`src/rtl/mca_pos_responder_if.sv`:
```
// ----------------------------------------------------------------------------
// mca_pos_responder_if
// Purpose : Micro Channel setup-cycle bus bundle between host (master) and the
//           POS responder (slave).
// Signals : cd_setup_l  card setup select, low = setup cycle
//           adl_l       address latch, low = address/status valid
//           cmd         data strobe, high during data phase
//           s0_w_l      write status, low = write
//           s1_r_l      read status, low = read
//           a[2:0]      POS register index
//           d_in[7:0]   data from host
//           d_out[7:0]  read data from card
//           d_oe        card drives d_out onto the bus
//           cd_sfdbk    selected feedback
//           cd_chrdy_l  0 = ready, 1 = insert wait
// ----------------------------------------------------------------------------
interface mca_pos_responder_if;
   logic       cd_setup_l;
   logic       adl_l;
   logic       cmd;
   logic       s0_w_l;
   logic       s1_r_l;
   logic [2:0] a;
   logic [7:0] d_in;
   logic [7:0] d_out;
   logic       d_oe;
   logic       cd_sfdbk;
   logic       cd_chrdy_l;

   modport master (
      output cd_setup_l, adl_l, cmd, s0_w_l, s1_r_l, a, d_in,
      input  d_out, d_oe, cd_sfdbk, cd_chrdy_l
   );

   modport slave (
      input  cd_setup_l, adl_l, cmd, s0_w_l, s1_r_l, a, d_in,
      output d_out, d_oe, cd_sfdbk, cd_chrdy_l
   );
endinterface

```
`src/rtl/mca_pos_responder.sv`:
```
// ----------------------------------------------------------------------------
// mca_pos_responder
// Purpose : Micro Channel POS setup-cycle responder for the Sound Blaster MCA
//           card. Returns the adapter ID on POS 0/1 and holds the writable
//           configuration bytes POS 2..5.
// Ports   : i_clk14        14.318 MHz clock, all state changes on rising edge
//           i_chreset      channel reset, asynchronous, active-high
//           bus            setup-cycle bus (slave modport)
//           o_card_en      POS2[0]
//           o_pos2..o_pos5 configuration bytes
//           o_pos_wr_stb   one-clock pulse per committed POS write
//           o_pos_wr_idx   index of the last committed write
// Options : MCA_POS_WAIT_EN  when defined, POS reads insert WAIT_CLKS
//           not-ready clocks on cd_chrdy_l and hold d_oe off until ready.
// ----------------------------------------------------------------------------
module mca_pos_responder #(
   parameter logic [15:0] CARD_ID   = 16'h5085,
   parameter int unsigned WAIT_CLKS = 2
) (
   input  logic                   i_clk14,
   input  logic                   i_chreset,
   mca_pos_responder_if.slave     bus,
   output logic                   o_card_en,
   output logic [7:0]             o_pos2,
   output logic [7:0]             o_pos3,
   output logic [7:0]             o_pos4,
   output logic [7:0]             o_pos5,
   output logic                   o_pos_wr_stb,
   output logic [2:0]             o_pos_wr_idx
);

   typedef enum logic [1:0] {
      ST_DONE = 2'd0,
      ST_IDLE = 2'd1,
      ST_ADDR = 2'd2,
      ST_DATA = 2'd3
   } state_t;

   state_t     r_state;
   logic [2:0] r_idx;
   logic       r_rd;
   logic       r_wr;
   logic [7:0] r_wdat;
   logic [7:0] r_pos2;
   logic [7:0] r_pos3;
   logic [7:0] r_pos4;
   logic [7:0] r_pos5;
   logic [7:0] r_d_out;
   logic       r_d_oe;
   logic       r_sfdbk;
   logic       r_wr_stb;
   logic [2:0] r_wr_idx;

   logic       w_rd_sel;
   logic       w_wr_sel;
   logic       w_addr_entry;
   logic       w_cycle_end;
   logic       w_ready;
   logic [7:0] w_rd_val;

   // Both status bits low resolves to a read; neither low is a no-op cycle.
   assign w_rd_sel     = ~bus.s1_r_l;
   assign w_wr_sel     = bus.s1_r_l & ~bus.s0_w_l;
   assign w_addr_entry = (r_state == ST_IDLE) & ~bus.adl_l & ~bus.cd_setup_l;
   assign w_cycle_end  = ((r_state == ST_ADDR) & ~bus.cmd & bus.cd_setup_l) |
                         ((r_state == ST_DATA) & ~bus.cmd);

   // Read map, indexed by the address presented with ADL
   always_comb begin
      w_rd_val = 8'h00;
      case (bus.a)
         3'd0:    w_rd_val = CARD_ID[7:0];
         3'd1:    w_rd_val = CARD_ID[15:8];
         3'd2:    w_rd_val = r_pos2;
         3'd3:    w_rd_val = r_pos3;
         3'd4:    w_rd_val = r_pos4;
         3'd5:    w_rd_val = r_pos5;
         default: w_rd_val = 8'h00;
      endcase
   end

`ifdef MCA_POS_WAIT_EN
   localparam int unsigned WCW = (WAIT_CLKS > 1) ? $clog2(WAIT_CLKS) : 1;

   logic           r_chrdy_l;
   logic [WCW-1:0] r_wcnt;

   // Not-ready window: asserted on read ADDR entry, held WAIT_CLKS clocks
   always_ff @(posedge i_clk14 or posedge i_chreset) begin
      if (i_chreset) begin
         r_chrdy_l <= 1'b0;
         r_wcnt    <= '0;
      end else if (w_addr_entry && w_rd_sel) begin
         r_chrdy_l <= (WAIT_CLKS != 0);
         r_wcnt    <= WCW'(WAIT_CLKS - 1);
      end else if (w_cycle_end) begin
         r_chrdy_l <= 1'b0;
      end else if (r_chrdy_l) begin
         if (r_wcnt == '0) begin
            r_chrdy_l <= 1'b0;
         end else begin
            r_wcnt <= r_wcnt - WCW'(1);
         end
      end
   end

   assign w_ready        = ~r_chrdy_l;
   assign bus.cd_chrdy_l = r_chrdy_l;
`else
   logic w_unused_wait;

   assign w_unused_wait  = (WAIT_CLKS != 0);
   assign w_ready        = 1'b1;
   assign bus.cd_chrdy_l = 1'b0;
`endif

   // Setup-cycle state machine; reset parks in DONE so an interrupted cycle
   // is ignored until cmd is seen low.
   always_ff @(posedge i_clk14 or posedge i_chreset) begin
      if (i_chreset) begin
         r_state  <= ST_DONE;
         r_idx    <= 3'd0;
         r_rd     <= 1'b0;
         r_wr     <= 1'b0;
         r_wdat   <= 8'h00;
         r_pos2   <= 8'h00;
         r_pos3   <= 8'h00;
         r_pos4   <= 8'h00;
         r_pos5   <= 8'h00;
         r_d_out  <= 8'h00;
         r_d_oe   <= 1'b0;
         r_sfdbk  <= 1'b0;
         r_wr_stb <= 1'b0;
         r_wr_idx <= 3'd0;
      end else begin
         r_wr_stb <= 1'b0;
         case (r_state)
            ST_DONE: begin
               if (!bus.cmd) begin
                  r_state <= ST_IDLE;
               end
            end
            ST_IDLE: begin
               if (w_addr_entry) begin
                  r_state <= ST_ADDR;
                  r_idx   <= bus.a;
                  r_rd    <= w_rd_sel;
                  r_wr    <= w_wr_sel;
                  r_sfdbk <= 1'b1;
                  r_d_out <= w_rd_sel ? w_rd_val : 8'h00;
               end
            end
            ST_ADDR: begin
               if (bus.cmd) begin
                  r_state <= ST_DATA;
                  r_d_oe  <= r_rd & w_ready;
                  if (r_wr) begin
                     r_wdat <= bus.d_in;
                  end
               end else if (bus.cd_setup_l) begin
                  r_state <= ST_IDLE;
                  r_sfdbk <= 1'b0;
               end
            end
            ST_DATA: begin
               if (bus.cmd) begin
                  if (r_rd && w_ready) begin
                     r_d_oe <= 1'b1;
                  end
                  if (r_wr) begin
                     r_wdat <= bus.d_in;
                  end
               end else begin
                  r_state <= ST_DONE;
                  r_d_oe  <= 1'b0;
                  r_sfdbk <= 1'b0;
                  if (r_wr) begin
                     r_wr_stb <= 1'b1;
                     r_wr_idx <= r_idx;
                     case (r_idx)
                        3'd2:    r_pos2 <= r_wdat;
                        3'd3:    r_pos3 <= r_wdat;
                        3'd4:    r_pos4 <= r_wdat;
                        3'd5:    r_pos5 <= r_wdat;
                        default: ;
                     endcase
                  end
               end
            end
            default: r_state <= ST_DONE;
         endcase
      end
   end

   assign bus.d_out    = r_d_out;
   assign bus.d_oe     = r_d_oe;
   assign bus.cd_sfdbk = r_sfdbk;
   assign o_pos2       = r_pos2;
   assign o_pos3       = r_pos3;
   assign o_pos4       = r_pos4;
   assign o_pos5       = r_pos5;
   assign o_card_en    = r_pos2[0];
   assign o_pos_wr_stb = r_wr_stb;
   assign o_pos_wr_idx = r_wr_idx;

endmodule

```
`src/flat_wrapper.sv`:
```
// flat-port wrapper written by rule: the top's interface ports become plain ports
module mca_pos_responder_flat 
#(
   parameter logic [15:0] CARD_ID   = 16'h5085,
   parameter int unsigned WAIT_CLKS = 2
)
  (i_clk14, i_chreset, o_card_en, o_pos2, o_pos3, o_pos4, o_pos5, o_pos_wr_stb, o_pos_wr_idx, bus_cd_setup_l, bus_adl_l, bus_cmd, bus_s0_w_l, bus_s1_r_l, bus_a, bus_d_in, bus_d_out, bus_d_oe, bus_cd_sfdbk, bus_cd_chrdy_l);
  mca_pos_responder_if bus_i ();
  input  logic i_clk14;
  input  logic i_chreset;
  output logic o_card_en;
  output logic [7:0] o_pos2;
  output logic [7:0] o_pos3;
  output logic [7:0] o_pos4;
  output logic [7:0] o_pos5;
  output logic o_pos_wr_stb;
  output logic [2:0] o_pos_wr_idx;
  input wire logic [$bits(bus_i.cd_setup_l)-1:0] bus_cd_setup_l;
  input wire logic [$bits(bus_i.adl_l)-1:0] bus_adl_l;
  input wire logic [$bits(bus_i.cmd)-1:0] bus_cmd;
  input wire logic [$bits(bus_i.s0_w_l)-1:0] bus_s0_w_l;
  input wire logic [$bits(bus_i.s1_r_l)-1:0] bus_s1_r_l;
  input wire logic [$bits(bus_i.a)-1:0] bus_a;
  input wire logic [$bits(bus_i.d_in)-1:0] bus_d_in;
  output wire logic [$bits(bus_i.d_out)-1:0] bus_d_out;
  output wire logic [$bits(bus_i.d_oe)-1:0] bus_d_oe;
  output wire logic [$bits(bus_i.cd_sfdbk)-1:0] bus_cd_sfdbk;
  output wire logic [$bits(bus_i.cd_chrdy_l)-1:0] bus_cd_chrdy_l;
  assign bus_i.cd_setup_l = bus_cd_setup_l;
  assign bus_i.adl_l = bus_adl_l;
  assign bus_i.cmd = bus_cmd;
  assign bus_i.s0_w_l = bus_s0_w_l;
  assign bus_i.s1_r_l = bus_s1_r_l;
  assign bus_i.a = bus_a;
  assign bus_i.d_in = bus_d_in;
  assign bus_d_out = bus_i.d_out;
  assign bus_d_oe = bus_i.d_oe;
  assign bus_cd_sfdbk = bus_i.cd_sfdbk;
  assign bus_cd_chrdy_l = bus_i.cd_chrdy_l;
  mca_pos_responder #(.CARD_ID(CARD_ID), .WAIT_CLKS(WAIT_CLKS)) u_core (.i_clk14(i_clk14), .i_chreset(i_chreset), .bus(bus_i), .o_card_en(o_card_en), .o_pos2(o_pos2), .o_pos3(o_pos3), .o_pos4(o_pos4), .o_pos5(o_pos5), .o_pos_wr_stb(o_pos_wr_stb), .o_pos_wr_idx(o_pos_wr_idx));
endmodule
```
`config.mk`:
```
export PLATFORM = sky130hd
export DESIGN_NAME = mca_pos_responder_flat
export DESIGN_NICKNAME = d
export VERILOG_FILES = /design/src/rtl/mca_pos_responder_if.sv /design/src/rtl/mca_pos_responder.sv /design/src/flat_wrapper.sv
export SDC_FILE = /design/constraint.sdc
export NUM_CORES = 1
export LEC_CHECK = 0
export CAP_MARGIN = 20
export CORE_MARGIN = 10
export CORE_UTILIZATION = 30
export CTS_CLUSTER_DIAMETER = 50
export DETAILED_ROUTE_END_ITERATION = 6
export PLACE_DENSITY = 0.6
export SLEW_MARGIN = 20
export SYNTH_ARGS = -nofsm -noshare
export SYNTH_HDL_FRONTEND = slang
export SYNTH_SLANG_ARGS = --single-unit
```
`constraint.sdc`:
```
create_clock -name i_clk14 -period 3.3 [get_ports i_clk14]
set_input_delay 0.66 -clock i_clk14 [delete_from_list [all_inputs] [get_ports i_clk14]]
set_output_delay 0.66 -clock i_clk14 [all_outputs]
set_load 0.05 [all_outputs]
```
==> impl_metrics.sql <==
INSERT INTO impl_metrics (metric_group, metric, value, unit) VALUES
('sta', 'worst_slew_pin_slew', '0.673', 'ns'),
('global_route', 'track_usage', '10.8', '%'),
('setup_path', 'worst_ep_arrival_time', '2.60', 'ns'),
('yosys', 'synth_fp_nets', '221', ''),
('floorplanning', 'fp.dieH', '115', 'µm'),
('yosys', 'yosysWarnings', '0', ''),
('clock_network', 'cts_root_buffer', 'clkbuf_8', ''),
('sta', 'worst_clock_skew', '0.00566', 'ns'),
('sta', 'finalSetupViolCount', '0', ''),
('yosys', 'ys_async_rst_share', '100', '%'),
('floorplanning', 'floorplan.io_pins', '66', ''),
('sta', 'postLayoutSetupSlackWorst', '0.915', 'ns'),
('drt', 'post_drt_via_cell_ratio', '4.85', ''),
('yosys', 'synth_mux_area_share', '17.2', '%'),
('yosys', 'post_synth_adder_cell_area', '0', '%'),
('setup_path', 'critPathBufInv', '1', ''),
('yosys', 'synth_top_family_by_area', 'multiplexers', ''),
('yosys', 'main_area_contributors_after_synthesis', 'dfrtp_1 57%, mux2_2 17%, a221oi_1 3.9%', ''),
('clock_network', 'cts.sinks', '61', ''),
('place', 'weighted_congestion_at_the_end_of_routability_driven_global_placement', '0.731', ''),
('clock_network', 'clk_latency', '0.33', 'ns'),
('clock_network', 'post_cts.repair.setup_buffers', '0', ''),
('clock_network', 'cts_hold_repair.buffers', '0', ''),
('yosys', 'synthDominantAreaCellType', 'dfrtp_1', ''),
('clock_network', 'tritoncts', 'done', ''),
('power', 'power_density', '637', 'nW/µm²'),
('worst_hold_path', 'timing.hold.worst.class', 'flop to flop', ''),
('setup_path', 'cp_top_family', 'simple AND/OR/NAND/NOR gates', ''),
('cells_and_area', 'ff_latch_area', '1530', 'µm²'),
('clock_network', 'cts_max_level', '3', ''),
('setup_path', 'startpoint_kind_of_the_worst_setup_timing_path', 'primary input', ''),
('sta', 'timing_max_transition_violations_final', '0', ''),
('setup_path', 'critPathMaxFanout', '8', ''),
('setup_path', 'slowest_stage', 'nor4b_4', ''),
('yosys', 'top_area_cell_type_share_of_the_netlist_area', '56.8', '%'),
('global_route', 'grt_max_degree', '34', ''),
('global_route', 'first_global_vias', '1892', ''),
('global_route', 'antenna_found_initial', '0', ''),
('yosys', 'syn_area', '2690', 'µm²'),
('setup_path', 'critical_path.endpoint_type', 'flop', ''),
('cells_and_area', 'postLayoutCoreUtil', '41.3', '%'),
('drt', 'firstDrtPassIters', '4', ''),
('cells_and_area', 'design.final.nets', '291', ''),
('cells_and_area', 'multiInputGateArea', '1090', 'µm²'),
('sta', 'worst_slew_margin_rel', '54.9', '%'),
('setup_path', 'path_class', 'primary input to flop', ''),
('cells_and_area', 'syn2layout_area_growth', '34.1', '%'),
('setup_path', 'critical_path.cell_chain', 'clkdlybuf4s50_1, nand4b_2, nor4b_4, mux2_2', ''),
('floorplanning', 'coreArea', '8720', 'µm²'),
('drt', 'drt_wl_total', '6.95', 'mm'),
('drt', 'detailed_route_wire_length_per_cell', '18.1', 'µm'),
('yosys', 'synth_compound_area_share', '12.2', '%'),
('drt', 'route.antenna.remaining_nets', '0', ''),
('yosys', 'synth_commonest_cells', '61 x dfrtp_1, 41 x mux2_2, 23 x nand2_1', ''),
('sta', 'final.setup.tns', '0', 'ns'),
('floorplanning', 'floorplan.die_area', '13100', 'µm²'),
('sta', 'achievable-frequency', '0.419', 'GHz'),
('run_status', 'status', 'finished clean', ''),
('drt', 'vias', '1867', ''),
('yosys', 'synth_flop_cell', 'dfrtp_1', ''),
('yosys', 'yosys.cell_count.top_type', 'dfrtp_1', ''),
('place', 'detailedPlace.worstSlack', '0.533', 'ns'),
('yosys', 'post_synth.cell_area_avg', '13.2', 'µm²'),
('sta', 'period_needed', '2.38', 'ns'),
('floorplanning', 'die_wd', '115', 'µm'),
('run', 'maxCapViolCount', '0', ''),
('sta', 'finalHoldViolCount', '0', ''),
('yosys', 'synth_enable_flop_cells', '0', ''),
('place', 'hpwl', '5.05', 'mm'),
('drt', 'drt_iter0_markers', '78', ''),
('cells_and_area', 'layout-drive-gt1-share', '26.0', '%');
==> metrics by stage <==
stage	cells	cell area (µm²)
2_1_floorplan	203	2690
3_3_place_gp	370	3440
3_5_place_dp	370	3440
4_1_cts	385	3600
5_1_grt	385	3600
6_report	385	3600
==> per-layer routing <==
layer | routed length (µm) | part of all wire, % | global-route usage, % | up-vias
li1 | - | - | - | 891
met1 | 3150 | 45 | 13.8 | 922
met2 | 3250 | 47 | 16.2 | 44
met3 | 437 | 6.3 | 3.72 | 10
met4 | 106 | 1.5 | 4.76 | 0
met5 | 0 | 0 | 0 | -
==> layout make-up <==
type	instances	area share, %
Timing Repair Buffer	69	18.8
Inverter	5	0.521
Clock buffer	13	4.13
Sequential cell	61	42.4
Multi-Input combinational cell	127	30.1
Clock inverter	2	0.278
Tap cell	108	3.75
==> sequential cells by signal (all words and copies together) (netlist names), 2 cells and up <==
name / cells
u_core.o_pos2: 8
u_core.o_pos_wr_idx: 3
u_core.o_pos4: 8
u_core.r_idx: 3
u_core.o_pos5: 8
u_core.r_wdat: 8
u_core.r_state: 2
u_core.bus.d_out: 8
u_core.o_pos3: 8
==> worst register-to-register path: cells and delay by family (launching register included) <==
family / cells / cell delay, ns
simple gates: 1 / 0.72
compound gates: 2 / 0.71
flops: 1 / 0.48
==> worst paths after layout <==
kind	cells past startpoint	end	slack, ns	from
worst max-delay path	4	u_core.o_pos4[4]$_DFFE_PP0P_	0.92	bus_cmd
worst min-delay path	2	u_core.o_pos_wr_idx[2]$_DFFE_PP0P_	0.49	u_core.o_pos_wr_idx[2]$_DFFE_PP0P_
worst max register to register	3	u_core.bus.d_out[0]$_DFFE_PP0P_	1.30	u_core.r_state[1]$_DFFE_PP0P_
worst min register to register	2	u_core.o_pos_wr_idx[2]$_DFFE_PP0P_	0.49	u_core.o_pos_wr_idx[2]$_DFFE_PP0P_
max in group asynchronous	3	u_core.r_wdat[7]$_DFFE_PP0P_	1.87	i_chreset
min in group asynchronous	2	u_core.o_pos2[4]$_DFFE_PP0P_	0.75	i_chreset
==> power by group <==
part           internal [µW]  leakage (µW)  switching (µW)
logic                    274      0.000742             399
registers                895      0.000818             169
clock network            287     0.0000833             271
==> cells by family after synthesis <==
| kind of cell | Yosys count |
|---|---|
| buf+inv | 15 |
| simple gates | 46 |
| other cells | 1 |
| compound gates | 39 |
| flops | 61 |
| mux | 41 |
==> cells in the final DEF (no fill, tap or decap), types with 3 or more instances in the layout <==
cell	Yosys	layout
clkdlybuf4s50_1	0	64
inv_1	4	3
o21ai_0	9	9
nand2b_1	4	4
nand4b_2	3	3
dfrtp_1	61	61
nand2_1	23	23
nor2b_1	7	7
o31ai_2	6	6
clkbuf_1	4	3
clkbuf_8	0	10
a221oi_1	12	12
o32ai_1	3	3
mux2_2	41	41
buf_4	2	5
nor2_1	4	4
Note: power is estimated with default switching activity, not from simulation.
